==> src/rtl/link_fifo.sv <==
// Flit FIFO between router TX and downstream RX; cut-through (1-cycle latency) or store-and-forward per packet.
// in_ack drops only when full (no same-cycle bypass); out_req holds with stable data until out_ack.
module link_fifo #(
  parameter int ID        = 0,
  parameter int DEPTH     = 16,
  parameter int ADDR_BITS = 4,
  parameter int FLITS     = 8,
  parameter int SAF       = 1
) (
  input  logic                 clk,
  input  logic                 reset,
  input  logic                 in_req,
  output logic                 in_ack,
  input  logic [7:0]           in_flit,
  output logic                 out_req,
  input  logic                 out_ack,
  output logic [7:0]           out_flit,
  output logic [ADDR_BITS:0]   level,
  output logic [ADDR_BITS:0]   pkts_buffered
);

  localparam int                   POS_BITS  = (FLITS > 1) ? $clog2(FLITS) : 1;
  localparam logic [ADDR_BITS:0]   FULL_LVL  = (ADDR_BITS+1)'(DEPTH);
  localparam logic [ADDR_BITS:0]   CNT_ONE   = (ADDR_BITS+1)'(1);
  localparam logic [ADDR_BITS-1:0] LAST_ADDR = ADDR_BITS'(DEPTH - 1);
  localparam logic [ADDR_BITS-1:0] ADDR_ONE  = ADDR_BITS'(1);
  localparam logic [POS_BITS-1:0]  LAST_POS  = POS_BITS'(FLITS - 1);
  localparam logic [POS_BITS-1:0]  POS_ONE   = POS_BITS'(1);

  typedef enum logic {ST_IDLE, ST_SEND} state_e;

  logic [7:0] mem [DEPTH];

  state_e                 state_q,   state_d;
  logic [ADDR_BITS-1:0]   wr_ptr_q,  wr_ptr_d;
  logic [ADDR_BITS-1:0]   rd_ptr_q,  rd_ptr_d;
  logic [ADDR_BITS:0]     level_q,   level_d;
  logic [ADDR_BITS:0]     pkts_q,    pkts_d;
  logic [POS_BITS-1:0]    in_pos_q,  in_pos_d;
  logic [POS_BITS-1:0]    out_pos_q, out_pos_d;

  logic push, pop, pkt_in_done, pkt_hdr_out;

  always_comb begin
    in_ack = (level_q != FULL_LVL);
    push   = in_req && in_ack;

    out_req = 1'b0;
    case (state_q)
      ST_IDLE: out_req = (SAF != 0) ? (pkts_q != '0) : (level_q != '0);
      ST_SEND: out_req = (level_q != '0);
      default: out_req = 1'b0;
    endcase
    pop = out_req && out_ack;

    out_flit = (level_q == '0) ? 8'h00 : mem[rd_ptr_q];

    wr_ptr_d  = wr_ptr_q;
    rd_ptr_d  = rd_ptr_q;
    level_d   = level_q;
    pkts_d    = pkts_q;
    in_pos_d  = in_pos_q;
    out_pos_d = out_pos_q;
    state_d   = state_q;

    if (push) begin
      wr_ptr_d = (wr_ptr_q == LAST_ADDR) ? '0 : wr_ptr_q + ADDR_ONE;
      in_pos_d = (in_pos_q == LAST_POS)  ? '0 : in_pos_q + POS_ONE;
    end
    if (pop) begin
      rd_ptr_d  = (rd_ptr_q == LAST_ADDR) ? '0 : rd_ptr_q + ADDR_ONE;
      out_pos_d = (out_pos_q == LAST_POS) ? '0 : out_pos_q + POS_ONE;
    end

    case ({push, pop})
      2'b10:   level_d = level_q + CNT_ONE;
      2'b01:   level_d = level_q - CNT_ONE;
      default: level_d = level_q;
    endcase

    // In cut-through the header may leave before its tail arrives; only count it down if it was complete.
    pkt_in_done = push && (in_pos_q == LAST_POS);
    pkt_hdr_out = pop && (state_q == ST_IDLE) && (pkts_q != '0);
    case ({pkt_in_done, pkt_hdr_out})
      2'b10:   pkts_d = pkts_q + CNT_ONE;
      2'b01:   pkts_d = pkts_q - CNT_ONE;
      default: pkts_d = pkts_q;
    endcase

    // A one-flit packet's header is also its tail, so it never enters SEND.
    if (pop) begin
      if (out_pos_q == LAST_POS) state_d = ST_IDLE;
      else                       state_d = ST_SEND;
    end
  end

  always_ff @(posedge clk) begin
    if (push) mem[wr_ptr_q] <= in_flit;
  end

  always_ff @(posedge clk or posedge reset) begin
    if (reset) begin
      state_q   <= ST_IDLE;
      wr_ptr_q  <= '0;
      rd_ptr_q  <= '0;
      level_q   <= '0;
      pkts_q    <= '0;
      in_pos_q  <= '0;
      out_pos_q <= '0;
    end else begin
      state_q   <= state_d;
      wr_ptr_q  <= wr_ptr_d;
      rd_ptr_q  <= rd_ptr_d;
      level_q   <= level_d;
      pkts_q    <= pkts_d;
      in_pos_q  <= in_pos_d;
      out_pos_q <= out_pos_d;
    end
  end

  assign level         = level_q;
  assign pkts_buffered = pkts_q;

endmodule

==> config.mk <==
export PLATFORM = sky130hd
export DESIGN_NAME = link_fifo
export DESIGN_NICKNAME = d
export VERILOG_FILES = /design/src/rtl/link_fifo.sv
export SDC_FILE = /design/constraint.sdc
export NUM_CORES = 1
export LEC_CHECK = 0
export CORE_ASPECT_RATIO = 0.6
export CORE_MARGIN = 4
export CORE_UTILIZATION = 60
export CTS_CLUSTER_DIAMETER = 60
export CTS_CLUSTER_SIZE = 10
export DETAILED_ROUTE_END_ITERATION = 7
export GPL_ROUTABILITY_DRIVEN = 0
export PLACE_DENSITY = 0.79
export SYNTH_ARGS = -nofsm -noshare
export SYNTH_HDL_FRONTEND = slang
export SYNTH_SLANG_ARGS = --single-unit
==> constraint.sdc <==
create_clock -name clk -period 3.5 [get_ports clk]
set_clock_uncertainty 0.2 [all_clocks]
set_input_delay 0.525 -clock clk [delete_from_list [all_inputs] [get_ports clk]]
set_output_delay 0.525 -clock clk [all_outputs]
set_load 0.02 [all_outputs]
==> results.yml, run 1 <==
grt:
  antenna_found_initial: 0
  grt_pass1_wl_microns: 21700
  grt_start_max_net_pins: 39
  grt_pass1_vias: 3833
  gr-total-overflow: 0
  track_usage: 0.236
clock_network:
  clock_tree.root_cell: "clkbuf_16"
  cts_max_level: 4
  ctsResizeCount: 1
  cts_tree: "yes"
  clockBufferDepth: 2
  ctsHoldBuffers: 0
  clkTransAtPathRegs_ps: 60
  clock-sinks: 153
  numCtsBuffers: 17
  insertion_delay_ps: 410
  post-cts-setup-buffer-count: 0
synth:
  async_flop_share: 0.163
  synthAdderAreaFrac: 0.0384
  synth_area_sq_um: 6590
  synth-compound-area-share: 0.0494
  synth_edf_count: 128
  synth_xor_area_frac: 0.0106
  syn_nets: 417
  synthCells: 386
  yosysTopAreaCellShare: 0.583
  muxShareOfSynthArea: 0.139
  synth_area_leaders: "edfxtp_1 (58%), mux4_2 (10%), dfrtp_1 (9.5%), ha_1 (3.2%), mux2i_1 (2.0%)"
  ys_seq_elements: 153
  synth_top_family_by_area: "multiplexers"
  synth_ff_type: "edfxtp_1"
  syn_area_per_cell_sq_um: 17.1
  synthSimpleGateAreaFrac: 0.0587
  synth.distinct_cells: 46
  synth_top_area_cell: "edfxtp_1"
  ys_warn_count: 0
  ys_seq_area_frac: 0.678
die:
  io_pins: 32
  fp-row-count: 29
  initial_utilization: 0.620
  die_w_microns: 143
  dieArea_sq_um: 12800
  coreArea_sq_um: 10600
  die_height_microns: 89.2
pwr:
  p_leak_nw: 2.81
  peakVddDrop_mv: 0.537
  power-per-cell-area_nw_per_um2: 893
cells_and_area:
  fin_area_sq_um: 7840
  finalNetCount: 477
  final_layout_size_suffix_gt1_frac: 0.229
  layout.cells.most_common: "edfxtp_1"
  multi_input_area_sq_um: 1950
  area_delta_synth_final_pct: 19.1
  fill_cells: 611
  final_cell_mix: "edfxtp_1 (128), clkdlybuf4s50_1 (31), mux4_2 (30)"
  seq_area_sq_um: 4470
  n_antenna_cell: 0
setup_path:
  critPathCaptureType: "output port"
  r2r-start: "pkts_buffered[1]$_DFFE_PP0P_"
  cp-startpoint: "rd_ptr_q[1]$_DFFE_PP0P_"
  critical_path.startpoint_type: "register"
  critPathMaxFanout: 22
  criticalPathCategory: "reg -> out"
  crit_end: "out_flit[7]"
  worstPathArrival_ps: 2630
  required_ps: 2770
  rrSetupSlack_ps: 170
  r2r-end: "level[4]$_DFFE_PP0P_"
  worst-r2r-cell-count: 10
drt:
  drtIter0Drc: 260
  wl_microns: 13700
  via_per_inst: 6.21
  dr.max_layer_used: "met4"
  drc_errors: 0
  via_count: 3716
  firstDrtPassIters: 5
  ant_nets: 0
  route.met3.wl_microns: 1110
  drt-met1-wl_microns: 6060
  routed-wl-met2_microns: 6270
  post_drt_wl_per_cell_microns: 22.9
timing:
  max_freq_mhz: 298
  hold_viol_final: 0
  fin_crit_sh: 0.959
  rsz0062_at_grt: "no"
  worst_slew_pin_slew_ps: 1020
  drv_slew: 0
  setup_violations: 0
  slew-limit-headroom: 0.322
  finalSetupTns_ps: 0
  finalCriticalPeriod_ps: 3360
worst_hold_path:
  hold_path.class: "reg -> reg"
  min-delay-start: "in_pos_q[2]$_DFFE_PP0P_"
status:
  outcome: "finished, final reports clean"
job:
  cap_viol_max_count: 0
place:
  port_buffers: 31
  placed_area_sq_um: 7210
  hpwlAfterDp_microns: 8690
-- layer usage --
metal / global-route usage / up-vias
met5: 0 / -
met4: 0.0880 / 0
met3: 0.0743 / 25
met2: 0.352 / 162
met1: 0.334 / 1898
li1: - / 1631
-- worst min path at each step --
stage	end	slack (ps)	cells past startpoint
after global placement	in_pos_q[2]$_DFFE_PP0P_	300	1
after CTS	in_pos_q[2]$_DFFE_PP0P_	320	1
final	in_pos_q[2]$_DFFE_PP0P_	320	1
after global routing	out_pos_q[2]$_DFFE_PP0P_	340	1
after floorplan	out_pos_q[1]$_DFFE_PP0P_	290	1
after detailed placement	out_pos_q[1]$_DFFE_PP0P_	310	1
-- report_power, final --
group          internal [mW]  switching [mW]  total [mW]  leakage (nW)
sequential              2.27           0.269        2.54          1.45
clock                   1.26           0.697        1.95         0.311
combinational           1.26            1.26        2.52          1.05
total                   4.78            2.23        7.01          2.81
-- worst max-delay path: stages (launching register included) --
cell and delay (ps):
dfrtp_2 400, buf_12 200, mux4_2 520, nor2b_1 140, a211oi_1 270, a211oi_1 90, clkdlybuf4s50_1 570
-- cell families (layout without fill, tap and decap cells) --
group,after synthesis,after routing
flip-flops,153,153
AND/OR/NAND/NOR,75,75
multiplexers,51,51
AO/OA/AOI/OAI,47,47
buffers and inverters,33,106
adder cells (fa/ha/maj),19,19
XOR/XNOR,8,8
-- Yosys cell counts (2+ instances only) --
cell        n
a21oi_1     3
nor2b_1    11
inv_1      12
mux4_2     30
nor2_1     18
fa_1        2
nor3_1      9
nand2_1    15
ha_1       17
buf_4       6
o311ai_0    4
mux2_4      5
dfrtp_1    25
nand3b_1    4
nand2b_1    4
a21o_1      3
buf_1       3
buf_6       2
xnor2_1     4
xor2_1      4
nand3_1     5
o211ai_1    2
edfxtp_1  128
clkbuf_1    5
mux2_2      3
a211oi_1   14
mux2i_1    13
a21boi_0    2
buf_2       4
or2_2       2
o21ai_0    11
o21a_1      2
-- cell type report --
cell class / instances / share of cell area
Sequential cell: 153 / 0.570
Multi-Input combinational cell: 200 / 0.249
Timing Repair Buffer: 61 / 0.0719
Clock buffer: 18 / 0.0547
Clock inverter: 14 / 0.0258
Tap cell: 139 / 0.0222
Inverter: 13 / 0.00654
-- sequential cells by signal, indices dropped and copies added (netlist names) --
register       flops
mem              128
level              5
pkts_buffered      5
rd_ptr_q           4
wr_ptr_q           4
in_pos_q           3
out_pos_q          3
state_q            1
-- metrics by stage --
| stage | worst slack [ps] | instances | total power [mW] | hold slack (ps) | utilization |
|---|---|---|---|---|---|
| 4_1_cts | 60.6 | 598 | 7.04 | 321 | 0.737 |
| 5_1_grt | 22.5 | 598 | 7.37 | 343 | 0.738 |
| 3_3_place_gp | 273 | 566 | 4.95 | 298 | 0.678 |
| 2_1_floorplan | 281 | 386 | 4.19 | 286 | - |
| 6_report | 142 | 598 | 7.01 | 318 | 0.738 |
| 3_5_place_dp | 174 | 566 | 5.04 | 306 | 0.678 |
Power figures use the tool's default switching activity.
==> inputs of run 2 (changes only) <==
Settings changed: GPL_TIMING_DRIVEN set to 0.
==> results.yml, run 2 (same netlist as run 1, synthesis figures left out) <==
status:
  outcome: "finished, final reports clean"
drt:
  route.met3.wl_microns: 1200
  ant_nets: 0
  routed-wl-met2_microns: 6180
  drt-met1-wl_microns: 6170
  via_count: 3625
  wl_microns: 13800
  firstDrtPassIters: 4
  dr.max_layer_used: "met4"
  via_per_inst: 6.16
  post_drt_wl_per_cell_microns: 23.4
  drtIter0Drc: 287
  drc_errors: 0
die:
  coreArea_sq_um: 10600
  initial_utilization: 0.620
  die_height_microns: 89.2
  io_pins: 32
  dieArea_sq_um: 12800
  fp-row-count: 29
  die_w_microns: 143
setup_path:
  cp-startpoint: "level[0]$_DFFE_PP0P_"
  critical_path.startpoint_type: "register"
  r2r-start: "level[0]$_DFFE_PP0P_"
  critPathMaxFanout: 10
  rrSetupSlack_ps: 210
  worstPathArrival_ps: 3390
  critPathCaptureType: "register"
  r2r-end: "pkts_buffered[4]$_DFFE_PP0P_"
  criticalPathCategory: "reg -> reg"
  required_ps: 3610
  worst-r2r-cell-count: 10
worst_hold_path:
  min-delay-start: "in_pos_q[2]$_DFFE_PP0P_"
  hold_path.class: "reg -> reg"
  hold_path_end: "in_pos_q[2]$_DFFE_PP0P_"
  min_path_cells: 1
grt:
  track_usage: 0.241
  grt_start_max_net_pins: 26
  antenna_found_initial: 0
  grt_pass1_wl_microns: 21900
  grt_pass1_vias: 3772
  gr-total-overflow: 0
timing:
  setup_violations: 0
  fin_crit_sh: 0.939
  slew-limit-headroom: 0.104
  worst_slew_pin_slew_ps: 1340
  drv_slew: 0
  hold_viol_final: 0
  hold-worst-slack_ps: 319
  max_freq_mhz: 304
  finalCriticalPeriod_ps: 3290
cells_and_area:
  fin_area_sq_um: 7790
  finalNonFillerCells: 588
  final_util: 0.732
  area_delta_synth_final_pct: 18.2
  layout.cells.most_common: "edfxtp_1"
  largest_register_ffs: 128
  final_cell_mix: "edfxtp_1 (128), mux4_2 (30), dfrtp_1 (25)"
  n_antenna_cell: 0
  finalNetCount: 467
  final_layout_size_suffix_gt1_frac: 0.225
  largest-register: "mem"
pwr:
  p_total_mw: 7.03
  peakVddDrop_mv: 0.621
  power-per-cell-area_nw_per_um2: 902
  p_leak_nw: 2.79
clock_network:
  clock-sinks: 153
  post-cts-setup-buffer-count: 0
  clockBufferDepth: 2
  cts_max_level: 4
  clkTransAtPathRegs_ps: 70
  clock_tree.root_cell: "clkbuf_16"
  numCtsBuffers: 17
  insertion_delay_ps: 430
  cts_tree: "yes"
place:
  port_buffers: 31
  hpwlAfterDp_microns: 8960
  dp.cells: 556
  placed_area_sq_um: 7070
job:
  cap_viol_max_count: 0
-- run 2: cell types whose count changed in the layout (fill, tap and decap cells not counted), moves of 4 or more --
| cell | delta |
|---|---|
| buf_6 | +4 |
| nor3_1 | -4 |
| buf_2 | +4 |
| nor3_2 | +4 |
| dlymetal6s2s_1 | +5 |
| inv_6 | +4 |
| buf_4 | -23 |
| clkdlybuf4s50_1 | -8 |
-- run 2: repair_timing --
item,CTS,global route
endpoints found under the setup margin,10,7
gates resized for setup,13,11
pin swaps,0,0
hold buffers,0,0
-- run 2: worst max-delay path by stage --
stage,to,cells after the start
2_1_floorplan,level[4]$_DFFE_PP0P_,10
5_1_grt,pkts_buffered[4]$_DFFE_PP0P_,10
3_3_place_gp,pkts_buffered[4]$_DFFE_PP0P_,10
6_report,pkts_buffered[4]$_DFFE_PP0P_,10
4_1_cts,out_flit[1],7
3_5_place_dp,pkts_buffered[4]$_DFFE_PP0P_,10
-- run 2: cell type report --
| cell class | count | area, sq um |
|---|---|---|
| flip-flops and latches | 153 | 4470 |
| fillers | 641 | 2850 |
| multi-input cells | 200 | 2000 |
| clock buffers | 17 | 425 |
| repair buffers | 31 | 319 |
| clock inverters | 15 | 213 |
| well taps | 139 | 174 |
| plain buffers | 20 | 136 |
| inverters | 13 | 51.3 |
-- run 2: stage by stage --
step,worst slack [ps],TNS [ps]
global placement,-332,-1840
CTS,13.7,0
detailed placement,-400,-2040
floorplan,281,0
global route,-2.38,-2.38
finish,213,0
-- run 2: per-layer routing --
layer | vias to the layer above | global-route usage
li1 | 1616 | -
met1 | 1837 | 0.349
met2 | 155 | 0.357
met3 | 17 | 0.0770
met4 | 0 | 0.0786
met5 | - | 0
-- run 2: critical path: stages, from the launching register on --
cell      delay [ps]
dfrtp_1          460
nor4_4           430
a21boi_2         190
buf_2            210
nand2_1          140
ha_2             290
ha_1             290
nor2b_1          170
o21a_1           190
or2_2            270
o311ai_0         320
-- run 2: report_power, final --
group          internal (mW)  switching, mW
clock network           1.21          0.776
logic                   1.20           1.39
registers               2.27          0.182
==> RTL change 1, RTL diff (config.mk and constraints of run 1) <==
Make the reset (`reset`) synchronous in one clocked block.
--- a/src/rtl/link_fifo.sv
+++ b/src/rtl/link_fifo.sv
@@ -100,3 +100,3 @@
 
-  always_ff @(posedge clk or posedge reset) begin
+  always_ff @(posedge clk) begin
     if (reset) begin
Formal check against the unedited RTL: differs if reset is asserted again (counterexample within 4 cycles, from zero or initial values and one cycle with reset high); with reset held inactive, the same outputs for 10 cycles.
==> RTL change 1 against run 1 <==
Cell area barely moved. Area after synthesis is 1.5% higher. Die area up 1.4%. Sequential cell count up 4. Worst setup slack worse by 48 ps. Wire length fell by 3.6%.
Power is not compared: it rests on default switching activity, and its combinational part moved more than twofold at a synthesized area within 25%.
==> RTL change 1: results <==
[cts]
htreeDepth = 4
cts_buffers = 17
clockRootBuffer = "clkbuf_16"
path_clk_slew_ps = 60
insertion_delay_ps = 410
clockBufferDepth = 2

[global_routing]
grt_max_degree = 33
grt_pass1_wl_mm = 21.13
antenna_found_initial = 0
use_met1_pct = 35.10
grt_pass1_vias = 3751
use_met3_pct = 5.779
globalRouteTotalUtil_pct = 21.63
use_met2_pct = 28.89

[power_and_ir_drop]
vdd.ir_drop.worst_mv = 0.4648
p_leak_nw = 2.609

[place]
io_buffer_count = 31
place_hpwl_mm = 8.407

[layout]
nets = 500
diodes = 0
max_flop_register = "mem"
largest_reg_flops = 128
drive_above_1_share_pct = 20.91

[setup_path]
worstPathMaxFanout = 32
crit_arrival_ps = 2680
slowest_stage = "clkdlybuf4s50_1"
crit_family = "buffers and inverters"
cpPeakStageDelay_ps = 600

[yosys]
yosysUniqueCellTypes = 51
synth_edf_count = 128
synth_fp_nets = 447
async_flop_share_pct = 0
netlist_top_cells_area = "edfxtp_1, mux4_2, dfxtp_1"
ys_seq_area_share_pct = 66.17
ys.warnings.count = 0
synth_common_cells = "edfxtp_1, nor2_1, mux4_2"

[sta]
max_slew.worst_pin.slew_ps = 723.3

[detailed_routing]
via_per_inst = 6.233
first_pass_iters = 5
wirelength_mm = 13.22
first_iter_violations = 458

[worst_hold_path]
hold_path_class = "flip-flop to flip-flop"

[run_status]
outcome = "completed"
[RTL change 1: cell types whose count changed in the layout (fill, tap and decap cells not counted), sizes merged, moves of 6 or more]
cell / change
dfrtp: -25
a21oi: +11
dfxtp: +29
o21ai: -8
clkinv: -6
nand4: +6
mux2: -7
nor2: +18
clkinvlp: +7
[RTL change 1: area by class of cell]
| type | count | area (um^2) |
|---|---|---|
| clock inverters | 14 | 135.1 |
| flip-flops and latches | 157 | 4425 |
| repair buffers | 58 | 541.8 |
| well taps | 139 | 173.9 |
| inverters | 10 | 37.54 |
| multi-input cells | 226 | 2097 |
| fillers | 633 | 2864 |
| clock buffers | 18 | 429.2 |
[RTL change 1: per-layer routing]
metal	wire length [um]	part of all wire [%]	vias up
met2	5784	44	177
met5	0	0	-
li1	-	-	1757
met3	1184	9.0	15
met4	144	1.1	0
met1	6108	46	1928
[RTL change 1: cell families after synthesis]
kind of cell / after synthesis / synth area share, %
AOI/OAI and AO/OA: 53 / 5.577
xor gates and xnor gates: 6 / 0.7859
adders and majority gates: 18 / 3.480
buffers and inverters: 34 / 2.470
DFF: 157 / 66.17
muxes: 48 / 13.19
and+or+nand+nor: 101 / 8.327
[RTL change 1: worst paths after layout]
check	endpoint	cells past startpoint	slack, ps	from
max reg2reg	level[4]	9	380	pkts_buffered[1]
max	out_flit[1]	6	90	flip-flop
min reg2reg	out_pos_q[1]	2	270	out_pos_q[1]
min	out_pos_q[1]	2	270	out_pos_q[1]
[RTL change 1: where the power goes]
group / total (mW) / internal [mW] / switching (mW) / leakage, nW
Clock: 1.73 / 0.988 / 0.747 / 0.252
Combinational: 1.14 / 0.497 / 0.644 / 0.965
Sequential: 2.17 / 2.09 / 0.0785 / 1.39
[RTL change 1: worst min-delay path, delay by kind of cell (launching register included)]
kind	cells	cell delay (ps)
multiplexers	1	50
AND/OR/NAND/NOR	1	50
flip-flops	1	320
[RTL change 1: per-stage QoR]
stage	util (%)	instances	setup WS (ps)	cell area, um^2
after detailed placement	67.94	590	193.5	7272
after CTS	73.20	622	26.51	7835
final	73.24	622	94.77	7840
after floorplan	-	417	460.4	6686
after global placement	67.94	590	226.4	7272
after global routing	73.24	622	14.49	7840
[RTL change 1: repair_timing]
| item | in CTS | in global routing |
|---|---|---|
| setup endpoints to repair | 1 | 2 |
| setup buffers | 0 | 0 |
| gates resized for setup | 1 | 2 |
==> RTL change 2, RTL diff (flow settings as in run 1) <==
Without the edit above. Set the parameter `DEPTH` to 32 (it was 16).
--- a/src/rtl/link_fifo.sv
+++ b/src/rtl/link_fifo.sv
@@ -4,3 +4,3 @@
   parameter int ID        = 0,
-  parameter int DEPTH     = 16,
+  parameter int DEPTH     = 32,
   parameter int ADDR_BITS = 4,
Check against the original RTL: not equivalent (a bounded check fails within 4 cycles, from zero or initial values and one cycle with reset high).
==> RTL change 2 against run 1 <==
Sequential cell count did not move. Wire length rose by 3.2%. Power fell by 1.6%. Non-clock buffer count fell by 5. Utilization fell by 0.91 points. Critical path type unchanged. Area after synthesis rose by 0.68%. Count of clock-buffer cells in the layout did not move. Worst setup slack got worse by 15 ps. Cell area fell by 0.89%. Highest routed layer unchanged. Clock power fell by 7%. Critical endpoint is now out_flit[4].
==> RTL change 2: results <==
[yosys]
synthCells = 383
yosysUniqueCellTypes = 51
netlist_top_cells_area = "edfxtp_1, dfrtp_1, mux4_2"
synth.area.mux_share_pct = 13.34
synth-compound-area-share_pct = 5.791
synthAdderAreaFrac_pct = 3.811
ys_seq_area_share_pct = 67.38
synth_fp_nets = 414
synth_common_cells = "edfxtp_1, mux4_2, dfrtp_1"
synth_xor_area_share_pct = 1.056

[setup_path]
crit_arrival_ps = 2650
slowest_stage = "mux4_2"
cpPeakStageDelay_ps = 610
worstPathMaxFanout = 28
r2r-start = "level[0]"

[sta]
relSlewSlack_pct = 33.30

[global_routing]
grt_max_degree = 29
grt_pass1_vias = 3602
use_met1_pct = 34.07
antenna_found_initial = 0
grt_pass1_wl_mm = 21.25
use_met2_pct = 34.85
use_met3_pct = 6.895
globalRouteTotalUtil_pct = 23.49

[detailed_routing]
met3_length_mm = 1.277
wirelength_mm = 14.16
via_per_inst = 6.203
m1WireLength_mm = 6.271
vias = 3672
first_iter_violations = 460
met2_length_mm = 6.390

[layout]
drive_above_1_share_pct = 21.63
nets = 471

[power_and_ir_drop]
p_leak_nw = 2.780
power_frac_comb_pct = 36.5
vdd.ir_drop.worst_mv = 0.5364
p_switching_mw = 2.307
p_clk_share_pct = 26.2

[worst_hold_path]
hold_path_class = "flip-flop to flip-flop"
min_from = "in_pos_q[1]"
hold_depth = 2

[cts]
clockRootBuffer = "clkbuf_16"

[place]
place_inst = 559
dpl_cell_area_mm2 = 0.007177
pre_cts_ws_ps = 213.4
place_hpwl_mm = 9.075

[run_status]
outcome = "completed"
-- RTL change 2: cell type report --
class                      count  area [um^2]
inverter                      14        52.55
clock inverter                14        156.4
fill                         641         2894
timing repair buffer          56        519.2
sequential                   153         4473
tap                          139        173.9
clock buffer                  18        429.2
multi-input combinational    198         1969
-- RTL change 2: timing repair --
item	CTS	global route
endpoints found under the hold margin	0	0
buffers inserted	0	1
endpoints found under the setup margin	5	5
gates resized for setup	1	4
-- RTL change 2: final timing paths --
kind / slack [ps] / to
hold reg to reg: 290 / in_pos_q[1]
hold / removal: 290 / in_pos_q[1]
setup / recovery: 130 / out_flit[4]
min in group asynchronous: 450 / pkts_buffered[1]
setup reg to reg: 350 / level[4]
max in group asynchronous: 1930 / rd_ptr_q[0]
-- RTL change 2: logic make-up after synthesis --
| group | count (synthesis) |
|---|---|
| AOI/OAI and AO/OA | 51 |
| muxes | 47 |
| xor gates and xnor gates | 8 |
| and+or+nand+nor | 73 |
| buffers and inverters | 32 |
| DFF | 153 |
| adders and majority gates | 19 |
